## config.mk

```make
export PLATFORM = sky130hd
export DESIGN_NAME = sensor_packet_spi_master
export DESIGN_NICKNAME = d
export VERILOG_FILES = /design/src/rtl/sensor_spi_pkg.sv /design/src/rtl/spi_sck_gen.sv /design/src/rtl/sensor_packet_spi_master.sv
export SDC_FILE = /design/constraint.sdc
export NUM_CORES = 1
export LEC_CHECK = 0
export CAP_MARGIN = 0
export CORE_MARGIN = 5
export CORE_UTILIZATION = 45
export DETAILED_ROUTE_END_ITERATION = 12
export DONT_BUFFER_PORTS = 1
export GPL_ROUTABILITY_DRIVEN = 0
export PLACE_DENSITY_LB_ADDON = 0.3
export SLEW_MARGIN = 10
export SYNTH_ARGS = -nofsm -noshare
export SYNTH_HDL_FRONTEND = slang
export SYNTH_SLANG_ARGS = --single-unit
```

## constraint.sdc

```tcl
create_clock -name clk -period 3.6 [get_ports clk]
set_clock_uncertainty 0.15 [all_clocks]
set_input_delay 0.18 -clock clk [delete_from_list [all_inputs] [get_ports clk]]
set_output_delay 0.18 -clock clk [all_outputs]
set_load 0.01 [all_outputs]
```

## src/rtl/sensor_spi_pkg.sv

```systemverilog
// Shared layout of the 16-byte sensor packet (MSB-first on the wire) and the reader FSM states.
package sensor_spi_pkg;

  localparam int PACKET_SIZE = 16;
  localparam int PACKET_BITS = PACKET_SIZE * 8;
  localparam logic [7:0] HEADER_BYTE = 8'hAA;

  localparam int HDR_OFS    = 0;
  localparam int QUAT_W_OFS = 1;
  localparam int QUAT_X_OFS = 3;
  localparam int QUAT_Y_OFS = 5;
  localparam int QUAT_Z_OFS = 7;
  localparam int GYRO_X_OFS = 9;
  localparam int GYRO_Y_OFS = 11;
  localparam int GYRO_Z_OFS = 13;
  localparam int FLAGS_OFS  = 15;

  localparam int FLAG_QUAT_VALID = 0;
  localparam int FLAG_GYRO_VALID = 1;

  typedef enum logic [2:0] {
    ST_IDLE,
    ST_SETUP,
    ST_SHIFT,
    ST_ACK,
    ST_WAIT_LOW
  } spi_rd_state_t;

  // Byte 0 is the first byte on the wire, so it sits in the top bits of the packet vector.
  function automatic logic [7:0] packet_byte(input logic [PACKET_BITS-1:0] pkt, input int ofs);
    return 8'(pkt >> (PACKET_BITS - 8 * (ofs + 1)));
  endfunction

  function automatic logic [15:0] packet_word(input logic [PACKET_BITS-1:0] pkt, input int ofs);
    return {packet_byte(pkt, ofs), packet_byte(pkt, ofs + 1)};
  endfunction

endpackage

```

## src/rtl/spi_sck_gen.sv

```systemverilog
// CPOL=0 SPI clock generator: toggles sck every CLK_DIV cycles while run is high, parks low otherwise.
module spi_sck_gen #(
  parameter int CLK_DIV = 4
) (
  input  logic clk,
  input  logic rst_n,
  input  logic run,
  output logic sck,
  output logic tick,
  output logic rise_stb,
  output logic fall_stb
);

  logic [7:0] div_cnt_reg;

  // tick does not depend on run, so the master may use it to decide run without a loop
  assign tick     = (div_cnt_reg == 8'(CLK_DIV - 1));
  assign rise_stb = run && tick && !sck;
  assign fall_stb = run && tick && sck;

  always_ff @(posedge clk) begin
    if (!rst_n || !run) begin
      div_cnt_reg <= 8'd0;
      sck         <= 1'b0;
    end else if (tick) begin
      div_cnt_reg <= 8'd0;
      sck         <= !sck;
    end else begin
      div_cnt_reg <= div_cnt_reg + 8'd1;
    end
  end

endmodule

```

## src/rtl/sensor_packet_spi_master.sv

```systemverilog
// Mode-0 SPI reader for the 16-byte sensor packet: waits for done, shifts 128 bits,
// acknowledges with load, then validates the header and unpacks the fields.
module sensor_packet_spi_master
  import sensor_spi_pkg::*;
#(
  parameter int CLK_DIV     = 4,
  parameter int LOAD_CYCLES = 2
) (
  input  logic               clk,
  input  logic               rst_n,
  input  logic               enable,
  input  logic               done,
  output logic               load,
  output logic               sck,
  output logic               sdo,
  input  logic               sdi,
  output logic signed [15:0] quat_w,
  output logic signed [15:0] quat_x,
  output logic signed [15:0] quat_y,
  output logic signed [15:0] quat_z,
  output logic signed [15:0] gyro_x,
  output logic signed [15:0] gyro_y,
  output logic signed [15:0] gyro_z,
  output logic               quat_valid,
  output logic               gyro_valid,
  output logic               pkt_valid,
  output logic               hdr_err,
  output logic               busy,
  output logic [15:0]        pkt_count,
  output logic [15:0]        err_count
);

  localparam int NUM_WORDS = 7;
  localparam int WORD_OFS [NUM_WORDS] = '{QUAT_W_OFS, QUAT_X_OFS, QUAT_Y_OFS, QUAT_Z_OFS,
                                          GYRO_X_OFS, GYRO_Y_OFS, GYRO_Z_OFS};

  spi_rd_state_t state_reg, state_next;

  logic                         done_meta_reg, done_sync_reg;
  logic [PACKET_BITS-1:0]       shift_reg;
  logic [6:0]                   bit_cnt_reg;
  logic                         last_low_reg;
  logic [15:0]                  ack_cnt_reg;
  logic                         load_reg, pkt_valid_reg, hdr_err_reg;
  logic                         quat_valid_reg, gyro_valid_reg;
  logic [15:0]                  pkt_count_reg, err_count_reg;
  logic [NUM_WORDS-1:0][15:0]   fields;
  logic                         run, tick, rise_stb, fall_stb, end_stb, hdr_ok, accept, start;

  spi_sck_gen #(.CLK_DIV(CLK_DIV)) u_sck_gen (
    .clk      (clk),
    .rst_n    (rst_n),
    .run      (run),
    .sck      (sck),
    .tick     (tick),
    .rise_stb (rise_stb),
    .fall_stb (fall_stb)
  );

  // SETUP is the leading low half-period; the transfer ends when the low half after the
  // 128th falling edge expires, so sck is stopped before it can rise a 129th time.
  assign end_stb = (state_reg == ST_SHIFT) && last_low_reg && tick;
  assign run     = ((state_reg == ST_SETUP) || (state_reg == ST_SHIFT)) && !end_stb;
  assign hdr_ok  = (packet_byte(shift_reg, HDR_OFS) == HEADER_BYTE);
  assign accept  = end_stb && hdr_ok;
  assign start   = (state_reg == ST_IDLE) && (state_next == ST_SETUP);

  always_ff @(posedge clk) begin
    if (!rst_n) state_reg <= ST_IDLE;
    else        state_reg <= state_next;
  end

  always_comb begin
    state_next = state_reg;
    case (state_reg)
      ST_IDLE:     if (enable && done_sync_reg) state_next = ST_SETUP;
      ST_SETUP:    if (rise_stb) state_next = ST_SHIFT;
      ST_SHIFT:    if (end_stb) state_next = ST_ACK;
      ST_ACK:      if (ack_cnt_reg == 16'(LOAD_CYCLES - 1)) state_next = ST_WAIT_LOW;
      ST_WAIT_LOW: if (!done_sync_reg) state_next = ST_IDLE;
      default:     state_next = ST_IDLE;
    endcase
  end

  always_ff @(posedge clk) begin
    if (!rst_n) begin
      done_meta_reg  <= 1'b0;
      done_sync_reg  <= 1'b0;
      shift_reg      <= '0;
      bit_cnt_reg    <= 7'd0;
      last_low_reg   <= 1'b0;
      ack_cnt_reg    <= 16'd0;
      load_reg       <= 1'b0;
      pkt_valid_reg  <= 1'b0;
      hdr_err_reg    <= 1'b0;
      quat_valid_reg <= 1'b0;
      gyro_valid_reg <= 1'b0;
      pkt_count_reg  <= 16'd0;
      err_count_reg  <= 16'd0;
    end else begin
      done_meta_reg <= done;
      done_sync_reg <= done_meta_reg;
      if (start) begin
        shift_reg    <= '0;
        bit_cnt_reg  <= 7'd0;
        last_low_reg <= 1'b0;
      end
      if (rise_stb) begin
        shift_reg   <= {shift_reg[PACKET_BITS-2:0], sdi};
        bit_cnt_reg <= bit_cnt_reg + 7'd1;
      end
      // The 7-bit counter has wrapped back to 0 only after the 128th rising edge
      if (fall_stb && (bit_cnt_reg == 7'd0)) last_low_reg <= 1'b1;
      ack_cnt_reg   <= (state_reg == ST_ACK) ? ack_cnt_reg + 16'd1 : 16'd0;
      load_reg      <= (state_next == ST_ACK);
      pkt_valid_reg <= accept;
      hdr_err_reg   <= end_stb && !hdr_ok;
      if (accept) begin
        quat_valid_reg <= shift_reg[FLAG_QUAT_VALID];
        gyro_valid_reg <= shift_reg[FLAG_GYRO_VALID];
        pkt_count_reg  <= pkt_count_reg + 16'd1;
      end
      if (end_stb && !hdr_ok && (err_count_reg != 16'hFFFF)) err_count_reg <= err_count_reg + 16'd1;
    end
  end

  for (genvar gi = 0; gi < NUM_WORDS; gi++) begin : g_field
    logic [15:0] field_reg;
    always_ff @(posedge clk) begin
      if (!rst_n)      field_reg <= 16'd0;
      else if (accept) field_reg <= packet_word(shift_reg, WORD_OFS[gi]);
    end
    assign fields[gi] = field_reg;
  end

  assign quat_w     = fields[0];
  assign quat_x     = fields[1];
  assign quat_y     = fields[2];
  assign quat_z     = fields[3];
  assign gyro_x     = fields[4];
  assign gyro_y     = fields[5];
  assign gyro_z     = fields[6];
  assign quat_valid = quat_valid_reg;
  assign gyro_valid = gyro_valid_reg;
  assign load       = load_reg;
  assign pkt_valid  = pkt_valid_reg;
  assign hdr_err    = hdr_err_reg;
  assign busy       = (state_reg != ST_IDLE);
  assign pkt_count  = pkt_count_reg;
  assign err_count  = err_count_reg;
  assign sdo        = 1'b0;

endmodule

```

# == Word level (Yosys, flattened, before mapping) ==
# Index checks and enable logic that the tools add are counted.
# totals
reg_bits,315
in_bits,5
elab_cells,76
# classes
n_addsub,5
eq_ne,10
mux,12
reduce_logical,26
# ops
op,count
128-bit two-way mux,2
"16-bit by 1-bit adder with 16-bit output, second input constant",3
"16-bit by 1-bit equality test with 1-bit output, second input constant",1
"16-bit inequality test, second input constant",1
3-bit two-way mux,5
3-bit case mux with 5 select lines,1
7-bit two-way mux,2
1-bit logical AND,12
"3-bit by 2-bit equality test with 1-bit output, second input constant",3
"8-bit by 1-bit adder with 8-bit output, second input constant",1
"8-bit by 2-bit equality test with 1-bit output, second input constant",1
"8-bit equality test, second input constant",1
"7-bit by 1-bit adder with 7-bit output, second input constant",1
7-bit zero test,1
"3-bit by 1-bit equality test with 1-bit output, second input constant",2
1-bit zero test,5
2-bit nonzero test,2
"3-bit equality test, second input constant",1
3-bit zero test,1
3-bit nonzero test,1
1-bit logical OR,2
1-bit two-way mux,2
2-bit AND reduction,1
2-bit OR reduction,1

# == Longest topological paths before layout ==
# Gate-level depths: netlist (run 1).
# logic_depth
ltp_word,13
depth_mapped,9
depth_no_buf,6

# == Hierarchy ==
# Synthesis (run 1) repeated with hierarchy kept, for this count alone.
# unflattened
cells_unflattened,1315
area_unflattened_um2,11506.0
# by_module_without_submodules
module,n_inst,cells_each,area_each_um2
sensor_packet_spi_master,1,1268,11104.4
spi_sck_gen,1,47,401.6

# == Worst setup path before layout (run 1) ==
# OpenSTA, ideal clock, no wires.
# synth_timing
path_kind,reg2reg
from,register u_sck_gen.div_cnt_reg[0]
to,register err_count_reg[9] (netlist: err_count[9])
setup_ns,0.070
arrival_ns,2.774
t_required_ns,3.380
slack_ns,0.606
stages_incl_launch_ff,9
path_cell_list,dfxtp_1 ha_1 or4b_1 or3_1 buf_6 or4_1 buf_2 or4_1 a21oi_1
# synth_between
elab_chain_len,4
# synth_rtl
element,line,source
start: declaration,spi_sck_gen.sv:14,logic [7:0] div_cnt_reg;
start signal: assignment,spi_sck_gen.sv:29,div_cnt_reg <= div_cnt_reg + 8'd1;
8-bit by 2-bit equality test with 1-bit output,spi_sck_gen.sv:17,assign tick = (div_cnt_reg == 8'(CLK_DIV - 1));
1-bit logical AND,sensor_packet_spi_master.sv:62,assign end_stb = (state_reg == ST_SHIFT) && last_low_reg && tick;
1-bit logical AND (2 in a row),sensor_packet_spi_master.sv:123,if (end_stb && !hdr_ok && (err_count_reg != 16'hFFFF)) err_count_reg <= err_count_reg + 16'd1;
end signal: assignment,sensor_packet_spi_master.sv:123,
end: declaration,sensor_packet_spi_master.sv:46,"logic [15:0] pkt_count_reg, err_count_reg;"
# Every way passes these cells.
# A chain may end at the register's enable or synchronous reset.

# == Final worst setup path (run 1) ==
# Ends and elaborated chain as after synthesis.

==> run metrics, run 1 <==
status complete, no violations; Sequential cell area 0.00631 mm^2; GRT busiest layer met2; final setup fails 0; Seq pwr share 49.9%; DP Area 0.0120 mm^2; ys async rst share 0%; Via density 5.42; Routed WL 26.8 mm; DRC viols 0; Mapped Nets 1,476; Root Buffer clkbuf_16; yosys warns 0; Unique masters post-synth 49; I/O Pins 157; DIE WIDTH 172 um; worst-margin pin slew 0.871 ns; CP max stage cell or4_1; WHS Endpoint state_reg[0]; area delta synth->final 11.6%; Fin Hold WS 0.184 ns; CP max stage delay 0.68 ns; Synth Cell Area 0.0118 mm^2; FILL cells 2,466; setup TNS 0 ns; total clock sinks 315; Initial Util 45.6%; P per Cell Area 530 mW/mm^2; critical path capture point type register; global route total overflow 0; worst-case reg-to-reg path depth 6; share of post-route cells with drive strength above 1 5.52%; Final min period 3.05 ns; Seq/Total Area, Yosys 53.4%; starting DRC count in detailed routing 694; htree depth 2; first-pass GRT wire length 43.7 mm; Max Freq 0.328 GHz; cts repair resizes 0; post-DP HPWL 15.5 mm; Final ANT Viol Nets 0; Worst EP required 3.86 ns; Worst-Skew Late Latency 0.50 ns; met3 usage 6.20%; Slew Viols, Final 0; CTS clock-pin slew for the worst setup and hold paths 0.06 ns; RSZ-0062 raised after global routing false; CTS Buffer Depth 3; vias 9,583; max FFs per register 128; Max VDD drop 0.380 mV; Int Power 5.55 mW; most frequently used flop master after synthesis dfxtp_1; combinational group share of total power 1.1%; Final period util 84.6%; sw power 1.44 mW; CTS Hold Bufs 3; fin nets 1,419; largest net degree at the start of global routing 174; met1 usage 22.9%; r2r startpoint u_sck_gen.div_cnt_reg[0]; die area 0.0296 mm^2; MaxCap Viol Count 0; crit path DAT 3.31 ns; reg2reg end err_count[9]; ant diodes 0; drt first pass iters 4; startpoint types register; postcts setup bufs 0; Hold WC Path Type in -> reg; Multi-input gate area 0.00509 mm^2; Slew headroom 41.1%; initial antenna violation count 0; final design utilization 50.9%; worst hold start enable; vias in the first global route 8,730; leak pwr 4.20 nW; Clk network pwr share 48.9%; worst path buffer plus inverter count 0; Net Sw Frac 20.6%; M2 GR Usage 26.7%; Avg Synthesized Cell Area 8.06 um^2; TritonCTS clock tree yes; Num CTS Buffers 34; most frequent CP cell or4_1; kind of critical path reg -> reg; FP Rows 59; Final Cell Area 0.0132 mm^2; Post-synth EDFFs 0; final hold vios 0; Min-Delay Path Depth 4; reg2reg setup slack 0.55 ns; crit path max fanout 10; WL per Instance 15.2 um; IO buf count 0; CP delay by family, top simple AND/OR/NAND/NOR gates; die height 172 um; CORE AREA 0.0259 mm^2; number of synthesized register bits 315; GR Util All Layers 17.2%; CP cell instances ha_1 -> or4b_1 -> or3_1 -> or4_1 -> or4_1 -> a21oi_1; Post-Syn Instances 1,464
[cell families after synthesis]
family	after synthesis	share of synthesized area (%)
buffers and inverters	117	3.83
muxes	2	0.170
other	1	0.0318
AOI/OAI and AO/OA	286	12.6
and+or+nand+nor	698	26.4
adders and majority gates	7	0.742
xor gates and xnor gates	38	2.82
DFF	315	53.4
[routing by layer]
metal  up-vias  part of all wire (%)  wire [um]
met5         -                     0          0
met4         0                   1.9        517
met3        39                   8.8       2350
met2       211                    45      12000
met1      4485                    45      12000
li1       4848                     -          -
[power groups by stage]
stage          Clock [mW]  Sequential (mW)  Combinational [mW]
2_1_floorplan           0             3.56              0.0620
3_3_place_gp            0             3.57              0.0746
3_5_place_dp            0             3.57              0.0746
4_1_cts              3.53             3.49              0.0802
5_1_grt              3.69             3.49              0.0881
6_report             3.42             3.49              0.0803
[final cells by class]
| type | count | share of cell area, % |
|---|---|---|
| Timing Repair Buffer | 15 | 1.48 |
| Tap cell | 335 | 3.18 |
| Clock buffer | 50 | 7.76 |
| Multi-Input combinational cell | 1032 | 38.6 |
| Sequential cell | 315 | 47.8 |
| Clock inverter | 11 | 0.816 |
| Inverter | 9 | 0.313 |
[placed cells by master (no fill, tap or decap), types with 2 or more instances in the layout]
| cell type | netlist | layout |
|---|---|---|
| nand2_1 | 393 | 392 |
| dfxtp_1 | 315 | 315 |
| a21oi_1 | 261 | 261 |
| nand3_1 | 150 | 150 |
| nor2_1 | 57 | 56 |
| clkbuf_16 | 0 | 35 |
| xor2_1 | 25 | 25 |
| nand4_1 | 19 | 19 |
| xnor2_1 | 13 | 13 |
| or4_1 | 12 | 12 |
| and3_1 | 10 | 10 |
| nor4_1 | 10 | 10 |
| clkbuf_8 | 0 | 9 |
| inv_1 | 8 | 8 |
| or3_1 | 7 | 7 |
| ha_1 | 7 | 7 |
| o21ai_0 | 6 | 6 |
| nor3_1 | 6 | 6 |
| o31ai_1 | 6 | 6 |
| clkinv_2 | 0 | 6 |
| clkbuf_1 | 90 | 6 |
| buf_12 | 0 | 6 |
| buf_4 | 1 | 6 |
| and4_1 | 5 | 5 |
| and2_1 | 5 | 5 |
| or2_2 | 4 | 4 |
| nand4b_1 | 3 | 3 |
| o211ai_1 | 3 | 3 |
| nand2b_1 | 3 | 3 |
| nor4b_1 | 3 | 3 |
| dlygate4sd3_1 | 0 | 3 |
| nor4bb_1 | 2 | 2 |
| mux2i_1 | 2 | 2 |
| nor2b_1 | 2 | 2 |
| or3b_2 | 2 | 2 |
| a21boi_0 | 2 | 2 |
| clkinv_8 | 0 | 2 |
| clkinvlp_4 | 0 | 2 |
[worst register-to-register path, delay by kind of cell (launching register included)]
family | cells | cell delay (ns)
flip-flops | 1 | 0.36
adder cells (fa/ha/maj) | 1 | 0.23
AO/OA/AOI/OAI | 1 | 0.16
AND/OR/NAND/NOR | 4 | 2.06
[stage by stage]
step,total power [mW],std cells,worst slack [ns]
floorplan,3.63,1464,0.606
global placement,3.64,1703,0.618
detailed placement,3.64,1703,0.594
CTS,7.10,1767,0.559
global route,7.27,1767,0.418
finish,6.99,1767,0.554
[Yosys cell counts (8+ instances only)]
| cell | instances | area [um^2] |
|---|---|---|
| xor2_1 | 25 | 219 |
| nor2_1 | 57 | 214 |
| buf_1 | 15 | 56.3 |
| nand4_1 | 19 | 119 |
| inv_1 | 8 | 30.0 |
| nand2_1 | 393 | 1480 |
| clkbuf_1 | 90 | 338 |
| and3_1 | 10 | 62.6 |
| xnor2_1 | 13 | 114 |
| nor4_1 | 10 | 62.6 |
| dfxtp_1 | 315 | 6310 |
| a21oi_1 | 261 | 1310 |
| nand3_1 | 150 | 751 |
| or4_1 | 12 | 90.1 |
[worst max path at each step]
stage	from	slack (ns)	to	cells after the start
2_1_floorplan	u_sck_gen.div_cnt_reg[0]	0.61	err_count[9]	8
3_3_place_gp	u_sck_gen.div_cnt_reg[0]	0.62	err_count[9]	6
3_5_place_dp	u_sck_gen.div_cnt_reg[0]	0.59	err_count[9]	6
4_1_cts	u_sck_gen.div_cnt_reg[0]	0.56	err_count[9]	6
5_1_grt	u_sck_gen.div_cnt_reg[0]	0.42	err_count[9]	6
6_report	u_sck_gen.div_cnt_reg[0]	0.55	err_count[9]	6
Note: power is estimated with default switching activity, not from simulation.
==> run 2: changes to the inputs <==
==> constraint.sdc (replaced) <==
create_clock -name clk -period 2.5 [get_ports clk]
set_clock_uncertainty 0.15 [all_clocks]
set_input_delay 0.125 -clock clk [delete_from_list [all_inputs] [get_ports clk]]
set_output_delay 0.125 -clock clk [all_outputs]
set_load 0.01 [all_outputs]
==> run metrics, run 2 (synthesis results as in run 1) <==
status complete, but fails checks; violated checks negative setup slack; met3 usage 5.74% (-0.46 points); WL per Instance 15.3 um (+0.63%); CTS clock-pin slew for the worst setup and hold paths 0.06 ns (about the same); max FFs per register 128 (unchanged); Slew headroom 55.7% (+15 points); first-pass GRT wire length 44.4 mm (+1.6%); CTS Buffer Depth 3 (unchanged); initial antenna violation count 0 (unchanged); drt first pass iters 5 (+1); vias 9,821 (+2.5%); Final period util 105% (+20 points); worst-case reg-to-reg path depth 6 (unchanged); I/O Pins 157 (unchanged); CORE AREA 0.0259 mm^2 (unchanged); M2 GR Usage 28.2% (+1.5 points); startpoint types register; Hold WC Path Type in -> reg; area delta synth->final 15.9%; Worst EP required 2.79 ns (-1.07 ns); met1 usage 23.0% (+0.088 points); P per Cell Area 731 mW/mm^2 (+38%); worst setup margin -0.122 ns (-0.676 ns); Final Cell Area 0.0137 mm^2 (+3.8%); crit path DAT 2.91 ns (-0.40 ns); commonest non-fill, non-tap cells in the layout nand2_1 (392), dfxtp_1 (313), a21oi_1 (259); Max VDD drop 0.685 mV (+80%); total clock sinks 315 (unchanged); die area 0.0296 mm^2 (unchanged); htree depth 2 (unchanged); crit path max fanout 6 (-4); ant diodes 0 (unchanged); share of post-route cells with drive strength above 1 8.33% (+2.8 points); starting DRC count in detailed routing 701 (+1.0%); post-DP HPWL 16.2 mm (+4.0%); Root Buffer clkbuf_16; Routed WL 27.7 mm (+3.2%); Final min period 2.62 ns (-0.424 ns); MaxCap Viol Count 0 (unchanged); DIE WIDTH 172 um (unchanged); vias in the first global route 8,989 (+3.0%); DRC viols 0 (unchanged); Num CTS Buffers 34 (unchanged); RSZ-0062 raised after global routing true; largest net degree at the start of global routing 144 (-17%); most common cell after layout, fill and taps aside nand2_1; worst-margin pin slew 0.665 ns (-0.206 ns); Initial Util 45.6% (unchanged); fin nets 1,465 (+3.2%); setup TNS -0.397 ns (-0.397 ns); GR Util All Layers 17.6% (+0.37 points); kind of critical path reg -> reg; TritonCTS clock tree yes; IO buf count 0 (unchanged); die height 172 um (unchanged); pre-CTS WS -0.106 ns (-0.700 ns); global route total overflow 0 (unchanged); GRT busiest layer met2; final hold vios 0 (unchanged); critical path capture point type register; Max Freq 0.381 GHz (+16%); final setup fails 5 (+5); Min-Delay Path Depth 4 (unchanged); Via density 5.42 (about the same); Slew Viols, Final 0 (unchanged); Final ANT Viol Nets 0 (unchanged); FILL cells 2,441 (-1.0%); FP Rows 59 (unchanged); DP Area 0.0123 mm^2 (+2.7%); leak pwr 4.45 nW (+5.8%); Worst-Skew Late Latency 0.50 ns (about the same)
==> run 2: final timing paths <==
check	start	endpoint	slack (ns)
worst max register to register	u_sck_gen.div_cnt_reg[1]	err_count[7]	-0.12
worst min-delay path	enable	state_reg[0]	0.08
worst max-delay path	u_sck_gen.div_cnt_reg[1]	err_count[7]	-0.12
worst min register to register	shift_reg[6]	shift_reg[7]	0.30
==> run 2: report_power, final <==
| group | internal, mW | switching, mW |
|---|---|---|
| Combinational | 0.0275 | 0.103 |
| Clock | 2.92 | 1.93 |
| Sequential | 5.02 | 0.00112 |
==> run 2: cell type report <==
class / instances / area (um^2) / area share (%)
flip-flops and latches: 315 / 6310 / 46.1
multi-input cells: 1032 / 5140 / 37.6
clock buffers: 54 / 1030 / 7.51
repair buffers: 61 / 686 / 5.01
well taps: 335 / 419 / 3.06
clock inverters: 6 / 63.8 / 0.466
inverters: 9 / 41.3 / 0.302
==> run 2: worst max-delay path: stages, from the launching register on <==
cell and delay [ns]:
dfxtp_2 0.35, ha_4 0.13, or4b_4 0.45, or3_4 0.40
or4_4 0.46, or4_4 0.50, a21oi_2 0.12
==> run 2: metal layers <==
layer  wire, um  share of wire (%)
met1      12300                 44
met2      12800                 46
met3       2130                7.7
met4        552                2.0
met5          0                  0
==> run 2: stage by stage <==
stage	total power, mW	instances	utilization [%]	hold WS, ns
5_1_grt	10.4	1812	52.8	0.0955
3_5_place_dp	5.25	1736	47.7	0.0953
2_1_floorplan	5.22	1464	-	0.102
3_3_place_gp	5.25	1736	47.7	0.0926
4_1_cts	10.1	1808	52.4	0.0587
6_report	10.0	1812	52.8	0.0812
==> run 2: repair_timing <==
action	4_1_cts	5_1_grt
hold buffers	12	0
pin swaps	0	1
gates cloned	0	2
hold endpoints to repair	110	0
gates resized for setup	1	9
setup buffers	0	2
setup endpoints to repair	6	127
